### src/rtl/store_buffer.sv
// store_buffer: DEPTH-entry circular store buffer sitting between the MEM
// stage and a single-port data memory. Loads own the memory port; pending
// stores drain one per cycle whenever the port is free.
// Optional feature macro STORE_FWD_EN: a load that hits a pending store is
// answered from the youngest matching entry instead of stalling.
module store_buffer #(
    parameter int DEPTH = 4
) (
    input  logic        clock,
    input  logic        reset,
    input  logic [6:0]  op_i,
    input  logic [31:0] addr_i,
    input  logic [31:0] wdata_i,
    output logic [31:0] rdata_o,
    output logic        stall_o,
    output logic        empty_o,
    output logic [6:0]  mem_op_o,
    output logic [31:0] mem_addr_o,
    output logic [31:0] mem_wdata_o,
    input  logic [31:0] mem_rdata_i
);
    localparam int PW = (DEPTH > 1) ? $clog2(DEPTH) : 1;
    localparam int CW = PW + 1;
    localparam logic [6:0] OP_LW = 7'b0000011;
    localparam logic [6:0] OP_SW = 7'b0100011;

    logic [31:0]   r_addr [DEPTH];
    logic [31:0]   r_data [DEPTH];
    logic [PW-1:0] r_head;
    logic [PW-1:0] r_tail;
    logic [CW-1:0] r_count;

    logic          w_is_lw;
    logic          w_is_sw;
    logic          w_hit;
    logic          w_match;
    logic          w_stall;
    logic          w_mem_lw;
    logic          w_drain;
    logic          w_enq;
    logic [31:0]   w_fwd_data;
    logic [PW-1:0] w_idx;

    // Hazard search from oldest to youngest so the last match is the youngest store
    always_comb begin
        w_hit      = 1'b0;
        w_match    = 1'b0;
        w_fwd_data = 32'd0;
        w_idx      = r_head;
        for (int k = 0; k < DEPTH; k++) begin
            w_idx      = r_head + PW'(k);
            w_match    = (CW'(k) < r_count) && (r_addr[w_idx] == addr_i);
            w_hit      = w_hit | w_match;
            w_fwd_data = w_match ? r_data[w_idx] : w_fwd_data;
        end
    end

    // Port arbitration: an unstalled load wins the memory port, otherwise drain
    always_comb begin
        w_is_lw  = (op_i == OP_LW);
        w_is_sw  = (op_i == OP_SW);
`ifdef STORE_FWD_EN
        w_stall  = 1'b0;
`else
        w_stall  = w_is_lw & w_hit;
`endif
        w_mem_lw = w_is_lw & ~w_stall;
        w_drain  = (r_count != {CW{1'b0}}) & ~w_mem_lw;
        w_enq    = w_is_sw & ~w_stall;
    end

    // Output mux; stall depends only on state and MEM-stage inputs, never on mem_rdata_i
    always_comb begin
        stall_o     = w_stall;
        empty_o     = (r_count == {CW{1'b0}});
        mem_op_o    = 7'd0;
        mem_addr_o  = 32'd0;
        mem_wdata_o = 32'd0;
        rdata_o     = 32'd0;
        if (w_mem_lw) begin
            mem_op_o   = OP_LW;
            mem_addr_o = addr_i;
`ifdef STORE_FWD_EN
            rdata_o    = w_hit ? w_fwd_data : mem_rdata_i;
`else
            rdata_o    = mem_rdata_i;
`endif
        end else if (w_drain) begin
            mem_op_o    = OP_SW;
            mem_addr_o  = r_addr[r_head];
            mem_wdata_o = r_data[r_head];
        end else begin
            mem_op_o    = 7'd0;
            mem_addr_o  = 32'd0;
        end
    end

    // Pointer and occupancy bookkeeping; reset discards all pending stores at once
    always_ff @(posedge clock or posedge reset) begin
        if (reset) begin
            r_head  <= {PW{1'b0}};
            r_tail  <= {PW{1'b0}};
            r_count <= {CW{1'b0}};
        end else begin
            if (w_drain) begin
                r_head <= r_head + PW'(1);
            end
            if (w_enq) begin
                r_tail <= r_tail + PW'(1);
            end
            case ({w_enq, w_drain})
                2'b10:   r_count <= r_count + CW'(1);
                2'b01:   r_count <= r_count - CW'(1);
                default: r_count <= r_count;
            endcase
        end
    end

    // Entry storage; validity is tracked by count, so contents need no reset
    always_ff @(posedge clock) begin
        if (w_enq) begin
            r_addr[r_tail] <= addr_i;
            r_data[r_tail] <= wdata_i;
        end
    end
endmodule
### config.mk
export PLATFORM = sky130hd
export DESIGN_NAME = store_buffer
export DESIGN_NICKNAME = d
export VERILOG_FILES = /design/src/rtl/store_buffer.sv
export SDC_FILE = /design/constraint.sdc
export NUM_CORES = 1
export LEC_CHECK = 0
export ABC_AREA = 0
export CAP_MARGIN = 5
export CORE_UTILIZATION = 52
export CTS_BUF_LIST = sky130_fd_sc_hd__clkbuf_4
export CTS_CLUSTER_DIAMETER = 150
export DETAILED_ROUTE_END_ITERATION = 10
export GPL_TIMING_DRIVEN = 0
export PLACE_DENSITY = 0.81
export SYNTH_ARGS = -nofsm -noshare
export SYNTH_HDL_FRONTEND = slang
export SYNTH_SLANG_ARGS = --single-unit
### constraint.sdc
create_clock -name clock -period 4.05 [get_ports clock]
set_clock_uncertainty 0.05 [all_clocks]
set_input_delay 0.81 -clock clock [delete_from_list [all_inputs] [get_ports clock]]
set_output_delay 0.81 -clock clock [all_outputs]
set_load 0.01 [all_outputs]
==> results by group, run 1 <==
Status
  • Status: finished, violations left
  • Failing checks: setup timing

Place
  • HPWL after DPL: 41.3 mm
  • Setup WS pre-CTS: -2270 ps
  • Routability cong.: 1.04
  • PortBufs: 205

Clocking
  • Num Clock Sinks: 263
  • Reg clk slew, reported paths: 80 ps
  • Number of buffers created by CTS: 72
  • TritonCTS clock tree: built
  • H-tree depth: 3
  • Clk buf depth: 3
  • Worst-skew pair later-pin latency: 760 ps
  • Root Buffer: clkbuf_4

Synthesis
  • Prevailing post-synth register cell: edfxtp_1
  • EDFF count, synth: 256
  • Part of the Yosys area used for sequential elements: 49.3%
  • Largest cells by area after synthesis: edfxtp_1 (48%), mux4_2 (13%), mux2i_1 (9.2%)
  • Area leader, netlist: edfxtp_1
  • Post-Syn Area: 0.0159 sq mm
  • Mapped Cells: 1,159
  • Synth top area share: 48.2%
  • Asr flop ratio synth: 2.66%
  • Mean Syn Cell Area: 13.8 sq um
  • Yosys warning count: 0
  • Flops & latches, synth: 263
  • Synth unique cells: 76

Final layout
  • Area added between synthesis and finish: 39.5%
  • Nets: 1,652
  • Most common cell after layout, fill and taps aside: edfxtp_1
  • Fraction of layout cells with a size suffix above 1: 43.8%
  • Core Util, Final: 74.5%
  • Most frequent cells in the layout: edfxtp_1 (256), clkdlybuf4s50_1 (105), clkbuf_4 (99), mux2i_1 (98), mux4_2 (92)

Job
  • Number of max-cap violations: 0

Critical path
  • CP Capture Type: primary output
  • Startpoint types: register
  • Arrival time worst endpoint: 4620 ps
  • CP startpoint: r_head[1]$_DFFE_PP0P_
  • Max Fanout on Critical Path: 10
  • WS Path Type: register to primary output
  • R2R Path Start: r_head[1]$_DFFE_PP0P_
  • Critical Path RT: 3190 ps

Timing
  • Slew Limit Headroom: 28.0%
  • Fin crit share: 135%
  • Final worst setup slack: -1430 ps
  • Fmax: 182 MHz
  • Final-report setup violation count: 103
  • Unrepaired setup endpoints after global routing: yes
  • Min Tclk post-route: 5480 ps
  • Final hold vios: 0
  • Worst slew pin tran: 1080 ps
  • Slew Limit Fails: 0

Global routing
  • Number of global-route vias before repair: 12,985
  • Largest net degree at the start of global routing: 51
  • First-pass GRT wire length: 86.9 mm
  • Antenna violations before repair: 4
  • Grt ovf: 0
  • GRT Total Usage: 39.3%

Floorplanning
  • Die extent in y: 177 microns
  • Core area: 0.0299 sq mm
  • DIE WIDTH: 177 microns
  • Ports: 210
  • Initial Util: 53.4%
  • Rows: 63
  • Die area: 0.0314 sq mm

Detailed routing
  • Per-cell routed wire length: 31.3 microns
  • Routed vias/inst: 6.57
  • First DRT Iteration DRCs: 1,625
  • Via Count: 12,975
  • DRC Markers: 0
  • Post-route ant nets: 0
  • Pre-Repair DR Iteration Count: 6
  • Detailed-route wire length: 61.8 mm

Power and ir drop
  • Pwr Density: 668 mW/mm^2
  • Final total power: 14.9 mW
  • Leak Pwr: 8.22 nW
  • Peak VDD IR: 0.422 mV

Hold path
  • Hold WC Path Type: primary input to async pin
[final cells by class]
type	count	area, sq um
Buffer	91	1010
Inverter	40	150
Antenna cell	3	7.51
Timing Repair Buffer	304	3040
Clock inverter	21	175
Clock buffer	98	736
Tap cell	390	488
Fill cell	1822	7630
Sequential cell	263	7860
Multi-Input combinational cell	766	8780
[state kept, by name, summed over array words and instances (netlist names)]
register  flops
r_addr      128
r_data      128
r_tail        2
r_count       3
r_head        2
[synth_stat cells, drive strengths merged, types with 3 or more instances]
| cell | n |
|---|---|
| a2111oi | 7 |
| and4 | 4 |
| nor3b | 34 |
| and3 | 8 |
| or3 | 6 |
| nand4 | 33 |
| o21ai | 14 |
| o22ai | 8 |
| a211oi | 3 |
| mux2 | 19 |
| nor2 | 26 |
| o2bb2ai | 5 |
| inv | 40 |
| clkbuf | 38 |
| xnor2 | 109 |
| a22oi | 7 |
| mux2i | 148 |
| edfxtp | 256 |
| a31oi | 5 |
| or4 | 7 |
| dfrtp | 7 |
| o211ai | 6 |
| nor2b | 3 |
| a21oi | 9 |
| nor3 | 15 |
| nand2b | 14 |
| and2 | 36 |
| o221ai | 6 |
| mux4 | 92 |
| ha | 9 |
| nand3 | 18 |
| nor4 | 12 |
| a221oi | 4 |
| nand2 | 63 |
| buf | 55 |
[cell families after synthesis]
| logic type | count (synthesis) | share of synthesized area [%] |
|---|---|---|
| multiplexers | 259 | 23.7 |
| adder cells (fa/ha/maj) | 9 | 0.706 |
| AO/OA/AOI/OAI | 95 | 4.61 |
| other | 1 | 0.0235 |
| AND/OR/NAND/NOR | 289 | 11.3 |
| flip-flops | 263 | 49.3 |
| buffers and inverters | 133 | 4.36 |
| XOR/XNOR | 110 | 6.04 |
[worst max-delay path: stages, from the launching register on]
cell and delay [ps]:
dfrtp_1 380, buf_12 170, buf_12 160, buf_16 140
buf_12 150, buf_12 160, mux4_2 390, xnor2_4 300
nand4_1 200, nor4_4 420, nand4_1 270, o41ai_4 140
nor3_4 90, buf_12 180, buf_12 140, buf_12 150
nor3b_4 210, buf_2 170
[path summary, 6_finish.rpt]
kind	endpoint	slack [ps]	depth (start not counted)
worst min-delay path	r_count[2]$_DFFE_PP0P_	260	2
min in group clock	r_count[1]$_DFFE_PP0P_	590	2
worst max-delay path	mem_wdata_o[16]	-1430	17
worst min register to register	r_count[1]$_DFFE_PP0P_	590	2
max in group asynchronous	r_count[0]$_DFFE_PP0P_	3430	2
worst max register to register	r_count[2]$_DFFE_PP0P_	-260	22
[repair_timing]
| action | in CTS | in global routing |
|---|---|---|
| gates resized for setup | 762 | 68 |
| hold buffers | 0 | 0 |
| pin swaps | 52 | 24 |
| cloned | 11 | 2 |
| endpoints found under the setup margin | 105 | 104 |
| hold endpoints to repair | 0 | 0 |
| buffers inserted | 68 | 16 |
[metal layers]
layer | share of wire [%] | global-route usage, % | up-vias
li1 | - | - | 5318
met1 | 38 | 51.7 | 6477
met2 | 45 | 60.2 | 948
met3 | 11 | 10.0 | 232
met4 | 5.5 | 20.6 | 0
met5 | 0 | 0 | -
[power breakdown]
part	total, mW	switching [mW]	internal [mW]	leakage, nW
sequential	3.07	0.0497	3.02	2.38
clock	2.49	1.22	1.27	0.539
combinational	9.30	4.87	4.43	5.31
[per-stage QoR]
step                      hold WS [ps]  TNS, ps  cell area (sq um)  cells
final                              260  -125120              22200   1976
after global routing               281  -127640              22200   1976
after CTS                          226  -116790              21700   1957
after detailed placement           538  -212970              18600   1761
after global placement             517  -547860              18500   1757
after floorplan                    471        0              16000   1162
(Power assumes the default switching activity.)
==> run 2: changes to the inputs <==
Settings changed: MAX_ROUTING_LAYER set to met4.
==> results by group, run 2 (synthesis results as in run 1) <==
Status
  • Status: finished, violations left
  • Failing checks: setup timing

Place
  • Routability cong.: 1.10
  • HPWL after DPL: 43.1 mm
  • PortBufs: 205
  • Inst Count DP: 1,761

Final layout
  • Area added between synthesis and finish: 38.0%
  • # fillers: 1,876
  • Most common cell after layout, fill and taps aside: edfxtp_1
  • Most frequent cells in the layout: edfxtp_1 (256), clkdlybuf4s50_1 (105), clkbuf_4 (101), mux2i_1 (94), mux4_2 (92)
  • Nets: 1,656
  • Flip-flop and latch area: 0.00786 sq mm
  • Multi-input gate area: 0.00874 sq mm
  • Fraction of layout cells with a size suffix above 1: 41.8%
  • Cell Count, Final, Fillers Out: 1,980
  • Core Util, Final: 73.7%
  • Largest regs: r_addr x128, r_data x128, r_count x3

Timing
  • Slew Limit Headroom: 29.0%
  • Fin crit share: 134%
  • Fmax: 185 MHz
  • Min Tclk post-route: 5410 ps
  • Unrepaired setup endpoints after global routing: yes
  • Final worst setup slack: -1360 ps
  • Final-report setup violation count: 102
  • Final hold vios: 0
  • Worst slew pin tran: 1060 ps
  • Slew Limit Fails: 0

Global routing
  • Number of global-route vias before repair: 12,775
  • Met3 Use GR: 11.3%
  • Antenna violations before repair: 2
  • First-pass GRT wire length: 87.6 mm
  • Grt ovf: 0
  • GR met2 Demand/Resource: 60.3%
  • GRT Total Usage: 41.1%
  • Busiest grt layer: met2
  • Largest net degree at the start of global routing: 47
  • M1 GR Usage: 52.6%

Critical path
  • Critical Path RT: 3190 ps
  • Arrival time worst endpoint: 4550 ps
  • Most Frequent Cell on Critical Path: buf_6
  • Startpoint types: register
  • Cell Chain, Critical Path: buf_8 -> buf_12 -> buf_12 -> buf_16 -> buf_8 -> mux4_2 -> xnor2_4 -> nand4b_1 -> nor4_4 -> nand4_1 -> o41ai_4 -> nor3_2 -> buf_6 -> buf_6 -> mux2_4 -> buf_6
  • Kind of cell adding the most delay to the critical path: buffers and inverters
  • CP Capture Type: primary output
  • Max Fanout on Critical Path: 8
  • Crit-path max cell delay: 570 ps
  • Crit-path slowest cell: mux4_2
  • WP buf/inv: 8
  • WS Path Type: register to primary output

Power and ir drop
  • Final total power: 15.1 mW
  • Pwr Density: 685 mW/mm^2
  • Leak Pwr: 8.20 nW
  • Peak VDD IR: 0.462 mV

Detailed routing
  • DRC Markers: 0
  • Via Count: 12,932
  • Detailed-route wire length: 62.8 mm
  • First DRT Iteration DRCs: 1,878
  • Post-route ant nets: 0
  • Per-cell routed wire length: 31.7 microns
  • Pre-Repair DR Iteration Count: 6
  • Routed vias/inst: 6.53

Floorplanning
  • Core area: 0.0299 sq mm
  • Rows: 63
  • Die extent in y: 177 microns
  • Ports: 210
  • Die area: 0.0314 sq mm
  • DIE WIDTH: 177 microns
  • Initial Util: 53.4%

Clocking
  • Worst-skew pair later-pin latency: 750 ps
  • Number of buffers created by CTS: 70
  • Root Buffer: clkbuf_4
  • H-tree depth: 3
  • Reg clk slew, reported paths: 60 ps
  • Post-CTS Hold Buffers: 0
  • Num Clock Sinks: 263
  • TritonCTS clock tree: built
  • Clk buf depth: 3

Hold path
  • Hold WC Path Type: primary input to async pin

Job
  • Number of max-cap violations: 0
[run 2: cell type report]
class | instances | area share [%]
flip-flops and latches | 263 | 35.7
inverters | 40 | 0.699
repair buffers | 309 | 12.9
clock inverters | 17 | 0.648
diodes | 3 | 0.0341
clock buffers | 100 | 3.41
multi-input cells | 766 | 39.7
plain buffers | 92 | 4.65
well taps | 390 | 2.22
[run 2: timing repair]
item,4_1_cts,5_1_grt
setup buffers,70,25
setup endpoints to repair,105,104
pin swaps,40,16
gates cloned,5,2
gates resized for setup,642,89
[run 2: path summary, 6_finish.rpt]
path | start | to | slack [ps] | cells past startpoint
min in group clock | r_count[0]$_DFFE_PP0P_ | r_count[0]$_DFFE_PP0P_ | 570 | 1
hold / removal | reset | r_count[0]$_DFFE_PP0P_ | 270 | 2
max in group asynchronous | reset | r_count[1]$_DFFE_PP0P_ | 3450 | 2
setup reg to reg | r_head[1]$_DFFE_PP0P_ | r_count[2]$_DFFE_PP0P_ | -210 | 19
hold reg to reg | r_count[0]$_DFFE_PP0P_ | r_count[0]$_DFFE_PP0P_ | 570 | 1
setup / recovery | r_head[0]$_DFFE_PP0P_ | mem_addr_o[9] | -1360 | 16
[run 2: power by group]
part           switching [mW]  internal, mW
Clock                    1.17          1.27
Combinational            5.00          4.56
Sequential             0.0492          3.02
Total                    6.21          8.85
[run 2: stage by stage]
stage	TNS, ps	setup WS [ps]	cell area [sq um]	hold WS, ps
floorplan	0	72.1	16000	471
global placement	-556620	-2390	18500	523
detailed placement	-219590	-2350	18600	557
CTS	-113160	-1280	21600	249
global route	-125070	-1330	22000	274
finish	-125020	-1360	22000	268
[run 2: layer usage]
layer	vias up	wire (microns)
li1	5338	-
met1	6396	23500
met2	996	28700
met3	202	7460
met4	0	3100
met5	-	0
==> run 3: changes to the inputs <==
Settings changed: CORE_MARGIN set to 1.
==> results of run 3 <==
No change in the layout: final DEF, timing and power equal those of run 2.
